===== src/rtl/io_bus_arbiter.sv =====
`timescale 1ns/1ps
`default_nettype none
// +----------------------------------------------------------------------------+
// | io_bus_arbiter: round-robin two-master arbiter/sequencer for the IO port.  |
// | Revision: 1.0                                                              |
// +----------------------------------------------------------------------------+
module io_bus_arbiter #(
    parameter int RD_LATENCY = 1
) (
    input  logic        clk,
    input  logic        reset,
    input  logic        m0_req,
    input  logic        m0_wr,
    input  logic [31:0] m0_addr,
    input  logic [31:0] m0_wdata,
    output logic        m0_ack,
    output logic [31:0] m0_rdata,
    input  logic        m1_req,
    input  logic        m1_wr,
    input  logic [31:0] m1_addr,
    input  logic [31:0] m1_wdata,
    output logic        m1_ack,
    output logic [31:0] m1_rdata,
    output logic [31:0] IO_mem_addr,
    output logic [31:0] IO_mem_wdata,
    output logic        IO_mem_wr,
    output logic        IO_mem_rd,
    input  logic [31:0] IO_mem_rdata,
    output logic        owner
);

    typedef enum logic [3:0] {
        S_IDLE  = 4'b0001,
        S_ISSUE = 4'b0010,
        S_WAIT  = 4'b0100,
        S_ACK   = 4'b1000
    } state_t;

    localparam logic [2:0] C_RD_LAT = 3'(RD_LATENCY);

    state_t      r_state, w_state_nxt;
    logic        r_owner, w_owner_nxt;
    logic        r_is_wr, w_is_wr_nxt;
    logic [2:0]  r_cnt, w_cnt_nxt;
    logic [31:0] r_addr, w_addr_nxt;
    logic [31:0] r_wdata, w_wdata_nxt;
    logic        r_wr, w_wr_nxt;
    logic        r_rd, w_rd_nxt;
    logic        r_ack0, w_ack0_nxt;
    logic        r_ack1, w_ack1_nxt;
    logic [31:0] r_rdata0, w_rdata0_nxt;
    logic [31:0] r_rdata1, w_rdata1_nxt;
    logic        w_pick;

    always_ff @(posedge clk or posedge reset) begin
        if (reset) begin
            r_state  <= S_IDLE;
            r_owner  <= 1'b0;
            r_is_wr  <= 1'b0;
            r_cnt    <= 3'd0;
            r_addr   <= 32'h0;
            r_wdata  <= 32'h0;
            r_wr     <= 1'b0;
            r_rd     <= 1'b0;
            r_ack0   <= 1'b0;
            r_ack1   <= 1'b0;
            r_rdata0 <= 32'h0;
            r_rdata1 <= 32'h0;
        end else begin
            r_state  <= w_state_nxt;
            r_owner  <= w_owner_nxt;
            r_is_wr  <= w_is_wr_nxt;
            r_cnt    <= w_cnt_nxt;
            r_addr   <= w_addr_nxt;
            r_wdata  <= w_wdata_nxt;
            r_wr     <= w_wr_nxt;
            r_rd     <= w_rd_nxt;
            r_ack0   <= w_ack0_nxt;
            r_ack1   <= w_ack1_nxt;
            r_rdata0 <= w_rdata0_nxt;
            r_rdata1 <= w_rdata1_nxt;
        end
    end

    // Strobes and acks are computed one cycle ahead so every output is a flop.
    always_comb begin
        w_state_nxt  = r_state;
        w_owner_nxt  = r_owner;
        w_is_wr_nxt  = r_is_wr;
        w_cnt_nxt    = r_cnt;
        w_addr_nxt   = r_addr;
        w_wdata_nxt  = r_wdata;
        w_wr_nxt     = 1'b0;
        w_rd_nxt     = 1'b0;
        w_ack0_nxt   = 1'b0;
        w_ack1_nxt   = 1'b0;
        w_rdata0_nxt = r_rdata0;
        w_rdata1_nxt = r_rdata1;
        w_pick       = 1'b0;

        case (r_state)
            S_IDLE: begin
                if (m0_req || m1_req) begin
                    // On contention the master that did not win last time goes next.
                    w_pick      = (m0_req && m1_req) ? ~r_owner : m1_req;
                    w_owner_nxt = w_pick;
                    w_addr_nxt  = w_pick ? m1_addr  : m0_addr;
                    w_wdata_nxt = w_pick ? m1_wdata : m0_wdata;
                    w_is_wr_nxt = w_pick ? m1_wr    : m0_wr;
                    w_wr_nxt    = w_is_wr_nxt;
                    w_rd_nxt    = ~w_is_wr_nxt;
                    w_state_nxt = S_ISSUE;
                end
            end
            S_ISSUE: begin
                if (r_is_wr) begin
                    w_ack0_nxt  = ~r_owner;
                    w_ack1_nxt  = r_owner;
                    w_state_nxt = S_ACK;
                end else begin
                    w_cnt_nxt   = C_RD_LAT;
                    w_state_nxt = S_WAIT;
                end
            end
            S_WAIT: begin
                w_cnt_nxt = r_cnt - 3'd1;
                if (r_cnt == 3'd1) begin
                    if (r_owner) w_rdata1_nxt = IO_mem_rdata;
                    else         w_rdata0_nxt = IO_mem_rdata;
                    w_ack0_nxt  = ~r_owner;
                    w_ack1_nxt  = r_owner;
                    w_state_nxt = S_ACK;
                end
            end
            S_ACK: begin
                w_state_nxt = S_IDLE;
            end
            default: begin
                w_state_nxt = S_IDLE;
            end
        endcase
    end

    assign m0_ack       = r_ack0;
    assign m1_ack       = r_ack1;
    assign m0_rdata     = r_rdata0;
    assign m1_rdata     = r_rdata1;
    assign IO_mem_addr  = r_addr;
    assign IO_mem_wdata = r_wdata;
    assign IO_mem_wr    = r_wr;
    assign IO_mem_rd    = r_rd;
    assign owner        = r_owner;

endmodule
`default_nettype wire


===== config.mk =====
export PLATFORM = sky130hd
export DESIGN_NAME = io_bus_arbiter
export DESIGN_NICKNAME = d
export VERILOG_FILES = /design/src/rtl/io_bus_arbiter.sv
export SDC_FILE = /design/constraint.sdc
export NUM_CORES = 1
export LEC_CHECK = 0
export CAP_MARGIN = 5
export CORE_MARGIN = 2
export CORE_UTILIZATION = 41
export DETAILED_ROUTE_END_ITERATION = 6
export GPL_TIMING_DRIVEN = 0
export HOLD_SLACK_MARGIN = 0.15
export PLACE_DENSITY = 0.78
export REMOVE_ABC_BUFFERS = 1
export SYNTH_ARGS = -nofsm -noshare
export SYNTH_HDL_FRONTEND = slang
export SYNTH_SLANG_ARGS = --single-unit

===== constraint.sdc =====
create_clock -name clk -period 5.95 [get_ports clk]
set_input_delay 0.8925 -clock clk [delete_from_list [all_inputs] [get_ports clk]]
set_output_delay 0.8925 -clock clk [all_outputs]
set_load 0.05 [all_outputs]

==> qor.txt <==
Status = completed
Commonest non-fill, non-tap cell in the layout = clkdlybuf4s50_1
Clk sinks = 141
Syn Inst Count = 424
Postcts setup bufs = 0
Critical Path Max Stage Delay = 1.03 ns
Area growth from synthesis to layout = 61.9%
Initial antenna violation count = 1
Top_reg_cell synth = dfrtp_1
Post-CTS Hold Fix Bufs = 0
Hold WS = 0.489 ns
Yosys warning count = 0
Final hold vios = 0
Internal power = 3600 uW
Sequential cell fraction of total power = 25.8%
Hold endpoint = m0_rdata[23]$_DFFE_PP0P_
Final setup vio count = 0
Clock power share = 17.2%
Required @ worst endpoint = 6.29 ns
Largest net degree at the start of global routing = 84
Comb pwr share = 57.0%
Worst setup margin = 3.14 ns
Dpl cell area = 9200 um2
Sw Share = 45.9%
Vias in the first global route = 5423
DR vias = 5035
WHS Path Cells = 1
Remaining global-route overflow = 0
Routability congestion estimate = 0.872
FFs w/ async S/R, synth = 100%
Hold Crit Class = flop to flop
Register area share after synthesis = 58.0%
NetSw = 3050 uW
Crit path max fanout = 67
Chip height = 126 um
Worst slack, placed = 2.70 ns
Bufs on Longest Clock Path = 2
CTS Buf Count = 17
R2R cell count = 5
Initial DRT Pass Iterations = 4
Relative slew slack = 12.2%
Worst skew pair latency = 0.42 ns
HP Start = m0_rdata[23]$_DFFE_PP0P_
Flops & latches, synth = 141
Worst Setup Path Type = input pin to flop
FF-to-FF Start = r_cnt[1]$_DFFE_PP0P_
Clock transition at path regs = 0.05 ns
Maximum VDD drop = 0.412 mV
Post-detail-place hpwl = 13900 um
Clock H-tree levels = 4
Tmin final = 2.81 ns
Antenna violation net count after detailed routing = 0
Final Skew = 0.0117 ns
DR iter-0 viols = 273
Cell Rows = 44
First-pass GRT wire length = 29800 um
Arrival time worst endpoint = 3.14 ns
Final wirelength = 19100 um
Routed WL per cell = 21.2 um
F_max = 356 MHz
FF-to-FF End = m1_rdata[16]$_DFFE_PP0P_
Die Area = 15800 um2
Core ar. = 14500 um2
Critical Path Sink Type = flop
Cell area after layout = 9850 um2
Commonest cells after routing, fill and taps aside = clkdlybuf4s50_1, dfrtp_1, o32ai_1, mux2_2, a2bb2oi_1
Power density over the cells = 675 nW/um2
Syn Area/Cell = 14.3 um2
Post-route DRC = 0
Max-cap violations = 0
Avg Vias per Cell = 5.59
CTS tree = done
Clk root buf = clkbuf_16
Crit share post-route = 47.2%
RSZ-0062 raised after global routing = no
PortBufs = 298
Slew @ Worst Pin = 1.32 ns
Die width = 126 um
Share of layout cells above drive strength 1 = 17.6%
Post-Syn Area = 6080 um2
R2R Setup Slk = 3.33 ns
P_leak = 0.00395 uW
Nets = 872
I/O pins = 299
EDFF count, synth = 0
Synth cell types = 38
Fin util = 67.8%
Critical path, cell by cell = clkdlybuf4s50_1 > a21bo_2 > o32ai_1 > a2bb2oi_2
Slowest cell on crit path = a21bo_2
Initial core utilization = 41.9%
Post-CTS Resized = 0
Startpoint types = input pin
Max Slew Vio Count = 0
GR Util All Layers = 24.3%
-- stage by stage --
stage / power (uW) / std cells / setup TNS [ns]
2_1_floorplan: 4130 / 380 / 0
3_3_place_gp: 5390 / 862 / -56.48
3_5_place_dp: 5520 / 869 / 0
4_1_cts: 6690 / 900 / 0
5_1_grt: 6900 / 900 / 0
6_report: 6650 / 901 / 0
-- state kept, by name, summed over array words and instances (netlist names) --
name	count
IO_mem_addr	32
IO_mem_rd	1
IO_mem_wdata	32
IO_mem_wr	1
m0_ack	1
m0_rdata	32
m1_ack	1
m1_rdata	32
owner	1
r_cnt	3
r_is_wr	1
r_state	4
-- worst max-delay path by stage --
| stage | startpoint | endpoint | slack (ns) | cells past startpoint |
|---|---|---|---|---|
| floorplan | reset | IO_mem_addr[0]$_DFFE_PP0P_ | 1.28 | 1 |
| CTS | m0_req | IO_mem_wdata[14]$_DFFE_PP0P_ | 3.15 | 4 |
| global route | m0_req | IO_mem_wdata[14]$_DFFE_PP0P_ | 2.99 | 4 |
| detailed placement | m0_req | IO_mem_wdata[14]$_DFFE_PP0P_ | 2.70 | 4 |
| global placement | reset | IO_mem_wdata[19]$_DFFE_PP0P_ | -0.41 | 2 |
| finish | m0_req | IO_mem_wdata[14]$_DFFE_PP0P_ | 3.14 | 4 |
-- synthesized netlist by cell type (2+ instances only) --
| cell | number | area, um2 |
|---|---|---|
| mux2_1 | 7 | 78.8 |
| mux2_2 | 57 | 642 |
| a21oi_1 | 4 | 20.0 |
| clkbuf_1 | 22 | 82.6 |
| and2_1 | 3 | 18.8 |
| and4_1 | 2 | 17.5 |
| inv_1 | 7 | 26.3 |
| a2bb2oi_1 | 45 | 394 |
| a2bb2oi_2 | 20 | 300 |
| nor2b_1 | 3 | 18.8 |
| buf_6 | 5 | 56.3 |
| nor3_1 | 2 | 10.0 |
| dfrtp_1 | 140 | 3500 |
| ha_1 | 2 | 25.0 |
| buf_2 | 15 | 75.1 |
| buf_4 | 2 | 15.0 |
| o211ai_1 | 2 | 15.0 |
| o32ai_1 | 65 | 569 |
| mux2i_1 | 2 | 20.0 |
-- worst max-delay path, delay by kind of cell --
kind                   cells  cell delay, ns
buffers and inverters      1            0.59
AO/OA/AOI/OAI              3            1.61
-- per-layer routing --
metal | up-vias | track usage, % | part of all wire [%]
met5 | - | 0 | 0
met3 | 69 | 5.61 | 5.1
met4 | 0 | 12.5 | 4.4
met1 | 2522 | 27.6 | 38
li1 | 2256 | - | -
met2 | 188 | 43.0 | 52
-- power groups by stage --
stage / registers, uW / clock network, uW / logic (uW)
after floorplan: 3210 / 0 / 928
after detailed placement: 1720 / 0 / 3810
after global placement: 1690 / 0 / 3710
after CTS: 1720 / 1160 / 3810
final: 1720 / 1140 / 3790
after global routing: 1770 / 1200 / 3930
-- area by class of cell --
| cell class | instances | area [um2] |
|---|---|---|
| Sequential cell | 141 | 3530 |
| Multi-Input combinational cell | 232 | 2310 |
| Timing Repair Buffer | 305 | 3100 |
| Tap cell | 184 | 230 |
| Clock buffer | 21 | 480 |
| Fill cell | 1056 | 4690 |
| Antenna cell | 1 | 2.50 |
| Inverter | 7 | 31.3 |
| Clock inverter | 10 | 160 |
-- logic make-up after synthesis --
logic type	after synthesis	synth area share, %
adder cells (fa/ha/maj)	2	0.411
flip-flops	141	58.0
multiplexers	66	12.2
AO/OA/AOI/OAI	144	22.4
AND/OR/NAND/NOR	20	2.78
buffers and inverters	51	4.20
(Power assumes the default switching activity.)
